--- src/rtl/cache_pkg.sv ---
// ---------------------------------------------------------------------------
// cache_pkg
//   Shared definitions for the CPU-side cache controller slice.
//   - cache_state_e : controller FSM states
//   - WORD_BYTES    : bytes per CPU word (word-aligned accesses only)
//   - clog2         : ceiling log2 usable in constant expressions
// ---------------------------------------------------------------------------
package cache_pkg;

    typedef enum logic [2:0] {
        IDLE   = 3'd0,
        LOOKUP = 3'd1,
        CWR    = 3'd2,
        MWR    = 3'd3,
        RF_REQ = 3'd4,
        RF_WR  = 3'd5,
        DONE   = 3'd6
    } cache_state_e;

    localparam int WORD_BYTES = 4;

    // Ceiling log2; clog2(1) is 0, so callers needing a non-zero vector
    // width must clamp the result themselves.
    function automatic int clog2(input int value);
        int result;
        int remaining;
        result    = 0;
        remaining = value - 1;
        while (remaining > 0) begin
            result    = result + 1;
            remaining = remaining >> 1;
        end
        return result;
    endfunction

endpackage

--- src/rtl/victim_sel.sv ---
// ---------------------------------------------------------------------------
// victim_sel
//   Round-robin victim pointer for refills. Holds a binary set index that
//   advances by one (wrapping after the last set) whenever advance_i is
//   high, and presents it as a one-hot set select.
// Ports
//   clk_i        : clock, rising edge
//   rst_i        : synchronous reset, active-high (pointer back to set 0)
//   advance_i    : step to the next set after the current refill completes
//   setOneHot_o  : one-hot select of the current victim set
// ---------------------------------------------------------------------------
module victim_sel
    import cache_pkg::*;
#(
    parameter int NUMBER_OF_SETS = 1
) (
    input  logic                      clk_i,
    input  logic                      rst_i,
    input  logic                      advance_i,
    output logic [NUMBER_OF_SETS-1:0] setOneHot_o
);

    localparam int VIDX_W = (NUMBER_OF_SETS > 1) ? clog2(NUMBER_OF_SETS) : 1;
    localparam logic [VIDX_W-1:0] LAST_SET = VIDX_W'(NUMBER_OF_SETS - 1);

    logic [VIDX_W-1:0] victim_q;
    logic [VIDX_W-1:0] victim_d;

    // Next victim: a single-set cache never moves; otherwise wrap after the
    // last set so the pointer visits every set in turn.
    always_comb begin
        victim_d = victim_q;
        if (NUMBER_OF_SETS == 1) begin
            victim_d = '0;
        end else if (advance_i) begin
            if (victim_q == LAST_SET) begin
                victim_d = '0;
            end else begin
                victim_d = victim_q + VIDX_W'(1);
            end
        end
    end

    always_ff @(posedge clk_i) begin
        if (rst_i) begin
            victim_q <= '0;
        end else begin
            victim_q <= victim_d;
        end
    end

    // Set index 0 maps to the most significant select bit, matching the
    // cache array's set numbering on its set_sel bus.
    always_comb begin
        setOneHot_o = NUMBER_OF_SETS'(1) << (NUMBER_OF_SETS - 1 - int'(victim_q));
    end

endmodule

--- src/rtl/cache_ctrl.sv ---
// ---------------------------------------------------------------------------
// cache_ctrl
//   CPU-side controller in front of the cache array. Takes one word access
//   at a time, probes the cache, refills a missing block from memory word by
//   word and replays the lookup. Write-through, no write-allocate; refills
//   land in a round-robin victim set.
// Ports
//   clk_i, rst_i          : clock (rising edge), synchronous active-high reset
//   cpu_req_i/we_i        : access request (sampled only when idle), 1 = write
//   cpu_addr_i/wdata_i    : byte address (low word bits ignored), write data
//   cpu_rdata_o           : read data, valid while cpu_ready_o, held until
//                           the next read completes
//   cpu_ready_o           : one-cycle completion pulse
//   cache_addr_o          : cache address
//   cache_cs/we/re/rpe_o  : cache chip select, write, read, replace enables
//   cache_set_sel_o       : cache set select
//   cache_wdata_o/_oe_o   : data toward the cache bus and its drive enable
//   cache_rdata_i/hit_i   : cache bus read-back and combinational hit
//   mem_req_o/we_o        : memory request (held until ack) and write flag
//   mem_addr_o/wdata_o    : word-aligned memory address and write data
//   mem_rdata_i/ack_i     : memory read data and one-cycle completion
// ---------------------------------------------------------------------------
module cache_ctrl
    import cache_pkg::*;
#(
    parameter int ADDR_WIDTH     = 32,
    parameter int DATA_WIDTH     = 32,
    parameter int BLOCK_SIZE     = 4,
    parameter int NUMBER_OF_SETS = 1
) (
    input  logic                      clk_i,
    input  logic                      rst_i,
    input  logic                      cpu_req_i,
    input  logic                      cpu_we_i,
    input  logic [ADDR_WIDTH-1:0]     cpu_addr_i,
    input  logic [DATA_WIDTH-1:0]     cpu_wdata_i,
    output logic [DATA_WIDTH-1:0]     cpu_rdata_o,
    output logic                      cpu_ready_o,
    output logic [ADDR_WIDTH-1:0]     cache_addr_o,
    output logic                      cache_cs_o,
    output logic                      cache_we_o,
    output logic                      cache_re_o,
    output logic                      cache_rpe_o,
    output logic [NUMBER_OF_SETS-1:0] cache_set_sel_o,
    output logic [DATA_WIDTH-1:0]     cache_wdata_o,
    output logic                      cache_wdata_oe_o,
    input  logic [DATA_WIDTH-1:0]     cache_rdata_i,
    input  logic                      cache_hit_i,
    output logic                      mem_req_o,
    output logic                      mem_we_o,
    output logic [ADDR_WIDTH-1:0]     mem_addr_o,
    output logic [DATA_WIDTH-1:0]     mem_wdata_o,
    input  logic [DATA_WIDTH-1:0]     mem_rdata_i,
    input  logic                      mem_ack_i
);

    localparam int NBEATS   = BLOCK_SIZE / WORD_BYTES;
    localparam int BEAT_W   = (NBEATS > 1) ? clog2(NBEATS) : 1;
    localparam int WORD_OFF = clog2(WORD_BYTES);

    localparam logic [ADDR_WIDTH-1:0] WORD_MASK  = ADDR_WIDTH'(WORD_BYTES - 1);
    localparam logic [ADDR_WIDTH-1:0] BLOCK_MASK = ADDR_WIDTH'(BLOCK_SIZE - 1);
    localparam logic [BEAT_W-1:0]     LAST_BEAT  = BEAT_W'(NBEATS - 1);

    cache_state_e state_q, state_d;

    logic                  we_q,    we_d;
    logic [ADDR_WIDTH-1:0] addr_q,  addr_d;
    logic [DATA_WIDTH-1:0] wdata_q, wdata_d;
    logic [DATA_WIDTH-1:0] fill_q,  fill_d;
    logic [DATA_WIDTH-1:0] rdata_q, rdata_d;
    logic [BEAT_W-1:0]     beat_q,  beat_d;

    logic                      victimAdvance;
    logic [NUMBER_OF_SETS-1:0] victimOneHot;
    logic [ADDR_WIDTH-1:0]     refillAddr;

    victim_sel #(
        .NUMBER_OF_SETS (NUMBER_OF_SETS)
    ) u_victim_sel (
        .clk_i       (clk_i),
        .rst_i       (rst_i),
        .advance_i   (victimAdvance),
        .setOneHot_o (victimOneHot)
    );

    // Refill beats walk the block from its base; the beat counter is only
    // cleared on entry to a refill, so it never wraps on its own.
    always_comb begin
        refillAddr = (addr_q & ~BLOCK_MASK) | (ADDR_WIDTH'(beat_q) << WORD_OFF);
    end

    // Next-state logic. A read miss loops RF_REQ/RF_WR once per beat and then
    // goes back to LOOKUP, where the replay is expected to hit and return the
    // data exactly like an ordinary read hit.
    always_comb begin
        state_d       = state_q;
        we_d          = we_q;
        addr_d        = addr_q;
        wdata_d       = wdata_q;
        fill_d        = fill_q;
        rdata_d       = rdata_q;
        beat_d        = beat_q;
        victimAdvance = 1'b0;
        unique case (state_q)
            IDLE: begin
                if (cpu_req_i) begin
                    we_d    = cpu_we_i;
                    addr_d  = cpu_addr_i & ~WORD_MASK;
                    wdata_d = cpu_wdata_i;
                    state_d = LOOKUP;
                end
            end
            LOOKUP: begin
                if (cache_hit_i) begin
                    if (we_q) begin
                        state_d = CWR;
                    end else begin
                        rdata_d = cache_rdata_i;
                        state_d = DONE;
                    end
                end else if (we_q) begin
                    state_d = MWR;
                end else begin
                    beat_d  = '0;
                    state_d = RF_REQ;
                end
            end
            CWR: begin
                state_d = MWR;
            end
            MWR: begin
                if (mem_ack_i) begin
                    state_d = DONE;
                end
            end
            RF_REQ: begin
                if (mem_ack_i) begin
                    fill_d  = mem_rdata_i;
                    state_d = RF_WR;
                end
            end
            RF_WR: begin
                if (beat_q == LAST_BEAT) begin
                    victimAdvance = 1'b1;
                    state_d       = LOOKUP;
                end else begin
                    beat_d  = beat_q + BEAT_W'(1);
                    state_d = RF_REQ;
                end
            end
            DONE: begin
                state_d = IDLE;
            end
            default: begin
                state_d = IDLE;
            end
        endcase
    end

    // Registers. Reset also clears the returned read data so every output
    // reads zero in the cycle after reset, even mid-refill.
    always_ff @(posedge clk_i) begin
        if (rst_i) begin
            state_q <= IDLE;
            we_q    <= 1'b0;
            addr_q  <= '0;
            wdata_q <= '0;
            fill_q  <= '0;
            rdata_q <= '0;
            beat_q  <= '0;
        end else begin
            state_q <= state_d;
            we_q    <= we_d;
            addr_q  <= addr_d;
            wdata_q <= wdata_d;
            fill_q  <= fill_d;
            rdata_q <= rdata_d;
            beat_q  <= beat_d;
        end
    end

    // Output decode. Everything idles at zero; the data bus is only driven in
    // the two cache-write states, which never coincide with a cache read.
    always_comb begin
        cpu_rdata_o      = rdata_q;
        cpu_ready_o      = 1'b0;
        cache_addr_o     = '0;
        cache_cs_o       = 1'b0;
        cache_we_o       = 1'b0;
        cache_re_o       = 1'b0;
        cache_rpe_o      = 1'b0;
        cache_set_sel_o  = '0;
        cache_wdata_o    = '0;
        cache_wdata_oe_o = 1'b0;
        mem_req_o        = 1'b0;
        mem_we_o         = 1'b0;
        mem_addr_o       = '0;
        mem_wdata_o      = '0;
        unique case (state_q)
            LOOKUP: begin
                cache_cs_o      = 1'b1;
                cache_re_o      = 1'b1;
                cache_set_sel_o = '1;
                cache_addr_o    = addr_q;
            end
            CWR: begin
                cache_cs_o       = 1'b1;
                cache_we_o       = 1'b1;
                cache_set_sel_o  = '1;
                cache_addr_o     = addr_q;
                cache_wdata_o    = wdata_q;
                cache_wdata_oe_o = 1'b1;
            end
            MWR: begin
                mem_req_o   = 1'b1;
                mem_we_o    = 1'b1;
                mem_addr_o  = addr_q;
                mem_wdata_o = wdata_q;
            end
            RF_REQ: begin
                mem_req_o  = 1'b1;
                mem_addr_o = refillAddr;
            end
            RF_WR: begin
                cache_cs_o       = 1'b1;
                cache_rpe_o      = 1'b1;
                cache_set_sel_o  = victimOneHot;
                cache_addr_o     = refillAddr;
                cache_wdata_o    = fill_q;
                cache_wdata_oe_o = 1'b1;
            end
            DONE: begin
                cpu_ready_o = 1'b1;
            end
            default: begin
                cpu_ready_o = 1'b0;
            end
        endcase
    end

endmodule

--- config.mk ---
export PLATFORM = sky130hd
export DESIGN_NAME = cache_ctrl
export DESIGN_NICKNAME = d
export VERILOG_FILES = /design/src/rtl/cache_pkg.sv /design/src/rtl/victim_sel.sv /design/src/rtl/cache_ctrl.sv
export SDC_FILE = /design/constraint.sdc
export NUM_CORES = 1
export LEC_CHECK = 0
export ABC_CLOCK_PERIOD_IN_PS = 2100
export CORE_AREA = 2 2 126 128
export CTS_CLUSTER_SIZE = 10
export DETAILED_ROUTE_END_ITERATION = 8
export DIE_AREA = 0 0 128 130
export PLACE_DENSITY = 0.81
export SYNTH_ARGS = -nofsm -noshare
export SYNTH_HDL_FRONTEND = slang
export SYNTH_HIERARCHICAL = 1
export SYNTH_SLANG_ARGS = --single-unit
--- constraint.sdc ---
create_clock -name clk_i -period 2.1 [get_ports clk_i]
set_input_delay 0.42 -clock clk_i [delete_from_list [all_inputs] [get_ports clk_i]]
set_output_delay 0.42 -clock clk_i [all_outputs]
set_load 0.02 [all_outputs]
==> impl_metrics.toml <==
[global_route]
grt_max_degree = 64
grt_antenna_before_repair = 0
overflow = 0
grt_usage = 0.235
grt_pass1_wl_mm = 30.4
grt_pass1_vias = 5675

[logic_synthesis]
synthFlopType = "dfxtp_1"
ys_ff_latch = 130
yosysWarnings = 6
ys_types = 32
yosys.area.top_type = "dfxtp_1"
ys_top_cells_by_area = "dfxtp_1, nand2_1, a21oi_1"
synth_top_area_frac = 0.435
synth_cells = 742
async_flop_share = 0
syn_avg_cell_area_sq_um = 8.07
synth_edf_count = 0
yosysSeqAreaShare = 0.435
netlist_area_sq_um = 5990

[floorplanning]
die_area_sq_um = 16600
die_y_um = 130
ios = 303
die_w_um = 128
floorplan.initialDensity = 0.388
fp-row-count = 46
coreArea_sq_um = 15400

[run_status]
status = "finished, violations left"
violations = "setup timing"

[pwr]
p_leak_uw = 0.00405
power.density_nw_per_um2 = 775
vdd_ir_drop_max_mv = 0.516

[worst_setup_path]
end_kind = "output pin"
criticalPathCategory = "register to output pin"
cp_data_required_time_ns = 1.68
critical_path_arrival_ns = 1.82
worstPathMaxFanout = 8
start_kind = "register"

[placement]
io_buffers = 296
place_congestion = 0.814
dpl_cell_area_sq_um = 9180
hpwl_mm = 13.0

[drt]
first_iter_violations = 391
route.detailed.drc = 0
dr.pass1.iters = 4
wire_per_inst_um = 16.8
ant_nets = 0
vias_per_cell = 4.94
vias = 6155
drt_wl_total_mm = 20.9

[layout]
diodes = 0
postLayoutCellArea_sq_um = 10200
syn2layout_area_growth_pct = 71.0
fill_cells = 1249
final_util = 0.664
fin_nets = 1174
layout-drive-gt1-share = 0.249

[clock_tree]
clk_pin_slew_ns = 0.06
clk_latency_ns = 0.42
holdBufCountCts = 0
clock_sinks = 130
cts-htree-levels = 4
clock_path_buffers = 2
cts_buffers = 17
cts_root_buf = "clkbuf_16"
cts_tree = "built"

[sta]
skew_ns = 0.00561
rsz0062_at_grt = "true"
max_freq_ghz = 0.446
post-route-period-util = 1.07
min_period_ns = 2.24
setup_ws_ns = -0.140
setup_violations = 70
final_max_slew_viol_count = 0
whs_ns = 0.430
hold_violations = 0

[run]
drv_cap = 0

[min_path]
hold_class = "input pin to register"
timing repair:
item,CTS,global route
setup buffers,11,6
hold endpoints to repair,0,0
endpoints found under the setup margin,133,125
pin swaps,5,14
gates resized for setup,616,160
gates cloned,6,4
kinds of logic after synthesis:
family                 Yosys count  share of synthesized area
other                            2                    0.00125
flip-flops                     130                      0.435
AND/OR/NAND/NOR                370                      0.311
AO/OA/AOI/OAI                  134                      0.134
buffers and inverters           73                     0.0648
multiplexers                    32                     0.0535
XOR/XNOR                         1                    0.00146
power by group:
part	switching, uW	internal (uW)	leakage (uW)	total (uW)
clock	1140	2050	0.000310	3200
sequential	148	2670	0.00106	2820
combinational	964	958	0.00268	1920
critical path: stages, from the launching register on:
cell and delay (ns):
dfxtp_4 0.36, buf_6 0.12, nor3b_4 0.24, buf_6 0.18
buf_16 0.13, buf_6 0.10, a22o_1 0.14, buf_6 0.12
per-stage QoR:
| step | setup slack, ns | total power [uW] | setup TNS [ns] | instances |
|---|---|---|---|---|
| after floorplan | 0.185 | 3750 | 0 | 745 |
| after global placement | -0.0785 | 4510 | -2.63 | 1189 |
| after detailed placement | -0.0786 | 4540 | -3.74 | 1189 |
| after CTS | -0.173 | 7880 | -3.85 | 1238 |
| after global routing | -0.248 | 8250 | -9.57 | 1245 |
| final | -0.140 | 7940 | -2.99 | 1245 |
synth_stat cells, types with 3 or more instances:
| library cell | n |
|---|---|
| nand2_1 | 192 |
| and3_1 | 3 |
| a22o_1 | 32 |
| buf_4 | 8 |
| dfxtp_1 | 130 |
| nor2_1 | 5 |
| nor2b_1 | 61 |
| nand2b_1 | 67 |
| o21ai_0 | 3 |
| buf_2 | 19 |
| a21oi_1 | 95 |
| clkbuf_1 | 34 |
| and2_1 | 33 |
| buf_6 | 8 |
| mux2i_1 | 32 |
cells in the final DEF, fill, tap and decap left out, types with 3 or more instances in the layout:
cell type	instances
a21oi_1	95
a22o_1	32
and2_1	21
and2_4	12
buf_12	14
buf_16	4
buf_2	24
buf_4	53
buf_6	80
bufinv_16	4
clkbuf_16	20
clkbuf_2	3
clkdlybuf4s50_1	162
clkinv_4	5
conb_1	5
dfxtp_1	127
dfxtp_4	3
mux2i_1	32
nand2_1	192
nand2b_1	67
nor2_1	3
nor2b_1	39
nor2b_2	13
nor2b_4	9
o21ai_0	3
metal layers:
metal / part of all wire / GRT usage
met5: 0 / 0
met4: 0.029 / 0.0957
met3: 0.073 / 0.0750
met2: 0.49 / 0.390
met1: 0.40 / 0.283
flip-flops by register name, indices dropped and copies added, names as in the netlist:
register     flops
cpu_rdata_o     32
fill_q          32
wdata_q         32
addr_q          30
state_q          3
we_q             1
final timing paths:
check        depth (start not counted)                end       start  slack [ns]
max reg2reg                          5        wdata_q[12]  state_q[2]        0.29
min reg2reg                          2          fill_q[3]   fill_q[3]        0.45
min                                  3    cpu_rdata_o[19]       rst_i        0.43
max                                  7  cache_wdata_o[28]  state_q[0]       -0.14
final cells by class:
class                      instances  area [sq um]  share of cell area
multi-input combinational        542          3190               0.311
sequential                       130          2610               0.255
tap                              192           240              0.0235
clock inverter                    12           181              0.0177
timing repair buffer             345          3550               0.347
clock buffer                      20           457              0.0446
inverter                           4          15.0             0.00147
Note: power is estimated with default switching activity, not from simulation.
